## src/rtl/qpsk_frame_sched.sv

```systemverilog
// Two-requester round-robin frame scheduler for the QPSK serializer.
// para_o changes only on the serializer's frame boundary.
module qpsk_frame_sched #(
  parameter logic [13:0] DIV       = 14'd10000,
  parameter logic [39:0] IDLE_WORD = 40'hAAAAAAAAAA
) (
  input  logic        clk,
  input  logic        rst_n,
  input  logic        req0_valid,
  input  logic [39:0] req0_data,
  output logic        req0_ready,
  input  logic        req1_valid,
  input  logic [39:0] req1_data,
  output logic        req1_ready,
  output logic [39:0] para_o,
  output logic        frame_start,
  output logic [1:0]  frame_src,
  output logic [15:0] tx_frame_cnt
);

  typedef enum logic {
    EMPTY = 1'b0,
    FULL  = 1'b1
  } buf_st_t;

  buf_st_t     st0_q, st0_d;
  buf_st_t     st1_q, st1_d;
  logic [39:0] data0_q, data1_q;
  logic [13:0] div_cnt;
  logic [5:0]  bit_cnt;
  // 0: requester 0 served last, 1: requester 1
  logic        rr_last;

  logic div_end, bnd;
  logic full0, full1;
  logic grant0, grant1;

  assign div_end = (div_cnt == DIV - 14'd1);
  assign bnd     = div_end && (bit_cnt == 6'd39);
  assign full0   = (st0_q == FULL);
  assign full1   = (st1_q == FULL);

  assign req0_ready = ~full0;
  assign req1_ready = ~full1;

  // arbitration sees buffer state from before the boundary edge
  assign grant0 = bnd & full0 & (~full1 | rr_last);
  assign grant1 = bnd & full1 & (~full0 | ~rr_last);

  always_comb begin
    st0_d = st0_q;
    st1_d = st1_q;
    case (st0_q)
      EMPTY: if (req0_valid) st0_d = FULL;
      FULL:  if (grant0)     st0_d = EMPTY;
      default: st0_d = EMPTY;
    endcase
    case (st1_q)
      EMPTY: if (req1_valid) st1_d = FULL;
      FULL:  if (grant1)     st1_d = EMPTY;
      default: st1_d = EMPTY;
    endcase
  end

  always_ff @(posedge clk or negedge rst_n) begin
    if (!rst_n) begin
      st0_q   <= EMPTY;
      st1_q   <= EMPTY;
      data0_q <= '0;
      data1_q <= '0;
    end else begin
      st0_q <= st0_d;
      st1_q <= st1_d;
      if (req0_valid && !full0) data0_q <= req0_data;
      if (req1_valid && !full1) data1_q <= req1_data;
    end
  end

  always_ff @(posedge clk or negedge rst_n) begin
    if (!rst_n) begin
      div_cnt <= '0;
      bit_cnt <= '0;
    end else if (div_end) begin
      div_cnt <= '0;
      bit_cnt <= (bit_cnt == 6'd39) ? 6'd0 : bit_cnt + 6'd1;
    end else begin
      div_cnt <= div_cnt + 14'd1;
    end
  end

  always_ff @(posedge clk or negedge rst_n) begin
    if (!rst_n) begin
      para_o       <= IDLE_WORD;
      frame_start  <= 1'b0;
      frame_src    <= 2'd0;
      tx_frame_cnt <= '0;
      rr_last      <= 1'b1;
    end else begin
      frame_start <= bnd;
      if (grant0) begin
        para_o       <= data0_q;
        frame_src    <= 2'd1;
        rr_last      <= 1'b0;
        tx_frame_cnt <= tx_frame_cnt + 16'd1;
      end else if (grant1) begin
        para_o       <= data1_q;
        frame_src    <= 2'd2;
        rr_last      <= 1'b1;
        tx_frame_cnt <= tx_frame_cnt + 16'd1;
      end else if (bnd) begin
        para_o    <= IDLE_WORD;
        frame_src <= 2'd0;
      end
    end
  end

endmodule

```

## config.mk

```make
export PLATFORM = sky130hd
export DESIGN_NAME = qpsk_frame_sched
export DESIGN_NICKNAME = d
export VERILOG_FILES = /design/src/rtl/qpsk_frame_sched.sv
export SDC_FILE = /design/constraint.sdc
export NUM_CORES = 1
export LEC_CHECK = 0
export CORE_ASPECT_RATIO = 2
export CORE_UTILIZATION = 51
export CTS_CLUSTER_DIAMETER = 150
export CTS_CLUSTER_SIZE = 8
export DETAILED_ROUTE_END_ITERATION = 8
export MAX_ROUTING_LAYER = met4
export PLACE_DENSITY = 0.8
export SETUP_SLACK_MARGIN = 0.5
export SLEW_MARGIN = 20
export SYNTH_ARGS = -nofsm -noshare
export SYNTH_HDL_FRONTEND = slang
export SYNTH_SLANG_ARGS = --single-unit
```

## constraint.sdc

```tcl
create_clock -name clk -period 2.9 [get_ports clk]
set_clock_uncertainty 0.15 [all_clocks]
set_input_delay 0.58 -clock clk [delete_from_list [all_inputs] [get_ports clk]]
set_output_delay 0.58 -clock clk [all_outputs]
set_load 0.02 [all_outputs]
```

==> impl_metrics.prom <==
# TYPE chip_impl_metric gauge
chip_impl_info{name="run_status",value="complete, but fails checks"} 1
chip_impl_info{name="violations_in_the_final_reports",value="design-rule violations, negative hold slack"} 1
chip_impl_metric{name="grt_antenna_before_repair",unit=""} 2
chip_impl_metric{name="level_count_of_the_clock_h_tree",unit=""} 4
chip_impl_metric{name="postSynthRegisterBits",unit=""} 162
chip_impl_metric{name="synth-edff-count",unit=""} 0
chip_impl_metric{name="syn2layout_area_growth",unit="%"} 32.2
chip_impl_metric{name="ff_latch_area",unit="um2"} 4080
chip_impl_metric{name="via_count",unit=""} 5338
chip_impl_metric{name="layout_cell_share_with_drive_strength_beyond_1",unit="%"} 25.6
chip_impl_metric{name="vdd.ir_drop.worst",unit="uV"} 423
chip_impl_info{name="synth_common_cells",value="dfrtp_1 (141), mux2_2 (101), o21ai_0 (46)"} 1
chip_impl_metric{name="yosysWarningCount",unit=""} 0
chip_impl_metric{name="cts_hold_buffers",unit=""} 0
chip_impl_info{name="synth_top_cells_by_area",value="dfrtp_1 (50%), mux2_2 (16%), dfstp_2 (7.8%)"} 1
chip_impl_metric{name="timing.critical_path.arrival",unit="ns"} 2.51
chip_impl_metric{name="ff2ff_setup_slack",unit="ns"} 0.53
chip_impl_metric{name="global_route.overflow_total",unit=""} 0
chip_impl_metric{name="detailedPlacementHpwl",unit="mm"} 12.3
chip_impl_metric{name="totalWireLength",unit="mm"} 18.1
chip_impl_info{name="grt_setup_unrepaired",value="no"} 1
chip_impl_metric{name="finalCoreUtilization",unit="%"} 69.1
chip_impl_metric{name="nets",unit=""} 816
chip_impl_metric{name="drt_pass1_iterations",unit=""} 7
chip_impl_metric{name="die_w",unit="um"} 85.2
chip_impl_info{name="critical_path_launch_point_type",value="flop"} 1
chip_impl_metric{name="wire_length_of_the_first_global_routing_pass",unit="mm"} 28.7
chip_impl_info{name="tritoncts",value="built"} 1
chip_impl_metric{name="synth_area",unit="um2"} 7060
chip_impl_metric{name="clock_sinks",unit=""} 162
chip_impl_info{name="synth_top_area_cell",value="dfrtp_1"} 1
chip_impl_metric{name="area_of_the_multi_input_gates",unit="um2"} 2850
chip_impl_metric{name="slew_headroom",unit="%"} 40.5
chip_impl_metric{name="setup_total_negative_slack",unit="ns"} 0
chip_impl_metric{name="seq_total_area_yosys",unit="%"} 57.8
chip_impl_metric{name="report.final.slew_viol_count",unit=""} 0
chip_impl_metric{name="routedWlPerCell",unit="um"} 20.1
chip_impl_metric{name="grt_max_degree",unit=""} 59
chip_impl_metric{name="placeableCoreArea",unit="um2"} 13500
chip_impl_metric{name="io_pins",unit=""} 145
chip_impl_metric{name="worst-endpoint-required",unit="ns"} 3.04
chip_impl_metric{name="portBuffers",unit=""} 144
chip_impl_metric{name="cts-buffers-inserted",unit=""} 17
chip_impl_info{name="clk_root_buffer_cell",value="clkbuf_16"} 1
chip_impl_metric{name="whs",unit="ns"} -0.0183
chip_impl_metric{name="track_usage",unit="%"} 27.2
chip_impl_metric{name="total_leakage_power",unit="nW"} 3.99
chip_impl_metric{name="worstMarginPinSlew",unit="ns"} 0.890
chip_impl_metric{name="crit_path_max_fanout",unit=""} 20
chip_impl_metric{name="drv.max_cap_violation_count",unit=""} 0
chip_impl_info{name="cp-endpoint",value="para_o[24]$_DFFE_PN0P_"} 1
chip_impl_metric{name="cts_post_setup_buffers_inserted",unit=""} 0
chip_impl_metric{name="clk_path_buf_depth",unit=""} 2
chip_impl_metric{name="tcrit_tclk_final",unit="%"} 81.6
chip_impl_metric{name="clk_pin_slew_worst_paths",unit="ns"} 0.07
chip_impl_metric{name="die_area",unit="um2"} 14400
chip_impl_metric{name="clkLatencyLatePin",unit="ns"} 0.42
chip_impl_metric{name="postRouteAntennaNets",unit=""} 0
chip_impl_metric{name="postSynth.asyncResetShare",unit="%"} 100
chip_impl_info{name="worstHoldPathType",value="in2async"} 1
chip_impl_metric{name="report.final.hold_viol_count",unit=""} 8
chip_impl_info{name="critical_path_class",value="reg2reg"} 1
chip_impl_metric{name="via_count_of_the_first_global_routing_pass",unit=""} 5623
chip_impl_metric{name="drc",unit=""} 1
chip_impl_info{name="timing.critical_path.from",value="rr_last$_DFFE_PN1P_"} 1
chip_impl_metric{name="drtIter0Drc",unit=""} 364
chip_impl_metric{name="placementRows",unit=""} 60
chip_impl_info{name="crit-reg2reg-launch",value="rr_last$_DFFE_PN1P_"} 1
chip_impl_metric{name="synth_top_area_share",unit="%"} 50.0
chip_impl_metric{name="worst-r2r-cell-count",unit=""} 6
chip_impl_metric{name="period_needed",unit="ns"} 2.37
chip_impl_metric{name="syn_inst",unit=""} 590
chip_impl_metric{name="syn_area_per_cell",unit="um2"} 12.0
chip_impl_info{name="end_kind",value="flop"} 1
chip_impl_metric{name="power.density",unit="nW/um2"} 535
chip_impl_info{name="rr_endpoint",value="para_o[24]$_DFFE_PN0P_"} 1
chip_impl_metric{name="start_util",unit="%"} 52.3
chip_impl_metric{name="vias_per_cell",unit=""} 5.94
chip_impl_info{name="yosys_most_used_dff",value="dfrtp_1"} 1
chip_impl_info{name="post-synth-top-count-cell",value="dfrtp_1"} 1
chip_impl_metric{name="timing.final.setup_violations",unit=""} 0
chip_impl_metric{name="fmax",unit="MHz"} 422
chip_impl_metric{name="fp.dieH",unit="um"} 168
chip_impl_metric{name="yosysUniqueCellTypes",unit=""} 39
chip_impl_metric{name="place_congestion",unit=""} 0.883
chip_impl_metric{name="synthesized_nets",unit=""} 677
chip_impl_metric{name="nFillCells",unit=""} 949
[area by class of cell]
cell class | count | area share (%)
antenna | 2 | 0.0536
clock buffer | 18 | 4.60
clock inverter | 14 | 1.63
inverter | 7 | 0.281
multi-input combinational | 382 | 30.5
sequential | 162 | 43.7
tap | 155 | 2.08
timing repair buffer | 159 | 17.2
[cells by family after synthesis]
family / share of synthesized area [%]
adder cells (fa/ha/maj): 0.532
buffers and inverters: 2.76
flip-flops: 57.8
AO/OA/AOI/OAI: 6.13
AND/OR/NAND/NOR: 13.2
multiplexers: 16.1
XOR/XNOR: 3.47
[metrics by stage]
step                total power [W]  worst slack, ns  instance area [um2]  instances
CTS                         0.00503            0.526                 9290        897
global placement            0.00282            0.462                 8700        865
global route                0.00517            0.479                 9340        899
detailed placement          0.00285            0.345                 8700        865
floorplan                   0.00263            0.676                 7060        590
finish                      0.00500            0.533                 9340        899
[placed cells by master, fill, tap and decap left out, types with 2 or more instances in the layout]
cell,netlist,routed
clkinvlp_4,0,4
clkinv_2,0,2
nor4_4,2,2
dfrtp_2,0,2
mux2_2,101,101
ha_1,3,3
diode_2,0,2
a21oi_1,5,5
o21ai_0,46,46
and3_1,3,3
clkdlybuf4s50_1,0,142
or4_4,2,2
o31ai_2,0,3
o31ai_1,22,19
buf_4,1,11
a31oi_1,2,2
inv_6,0,4
clkinv_4,0,2
nor3_2,4,5
nand3_1,30,30
xor2_1,14,14
and2_1,3,3
and4_1,2,2
bufinv_16,0,2
dfrtp_1,141,139
dfstp_2,21,21
nor4_1,3,3
inv_1,7,7
nor2_1,31,31
nor2b_4,0,2
nand4_1,11,11
buf_12,0,4
nand2_1,35,35
clkbuf_16,0,17
or3_1,2,2
xnor2_1,14,14
nor3_1,33,32
or4_1,2,2
[flip-flops by register name, indices dropped and copies added (netlist names), 2 cells and up]
signal and count:
data1_q 40, div_cnt 14, para_o 40, tx_frame_cnt 16, data0_q 40, bit_cnt 6, frame_src 2
[metal layers]
| metal | GRT usage, % | share of wire [%] | vias to the layer above |
|---|---|---|---|
| li1 | - | - | 2369 |
| met1 | 28.9 | 35 | 2718 |
| met2 | 47.5 | 57 | 201 |
| met3 | 3.97 | 3.4 | 50 |
| met4 | 15.3 | 4.4 | 0 |
| met5 | - | 0 | - |
[critical path, stage by stage (launching register included)]
cell,delay [ns]
dfstp_2,0.55
nand2b_1,0.32
buf_4,0.28
and2_1,0.19
buf_4,0.25
o21ai_0,0.18
mux2_2,0.31
[power breakdown]
group	total [W]	internal, W	switching, W
logic	0.000344	0.000219	0.000124
clock network	0.00219	0.00128	0.000910
registers	0.00246	0.00239	0.0000729
total	0.00500	0.00389	0.00111
[timing repair]
| item | in CTS | in global routing |
|---|---|---|
| resized for setup | 5 | 9 |
| pin swaps | 0 | 1 |
| endpoints found under the setup margin | 42 | 27 |
[worst min path at each step]
stage                     slack [ns]  cells past startpoint                          from                      endpoint
after floorplan                 0.13                      0                         rst_n        bit_cnt[0]$_DFFE_PN0N_
after global placement          0.31                      1  tx_frame_cnt[15]$_DFFE_PN0P_  tx_frame_cnt[15]$_DFFE_PN0P_
after detailed placement        0.31                      1  tx_frame_cnt[15]$_DFFE_PN0P_  tx_frame_cnt[15]$_DFFE_PN0P_
after CTS                      0.007                      1                         rst_n      frame_src[1]$_DFFE_PN0P_
after global routing            0.03                      1                         rst_n      frame_src[1]$_DFFE_PN0P_
final                          -0.02                      1                         rst_n      frame_src[1]$_DFFE_PN0P_
Power figures use the tool's default switching activity.
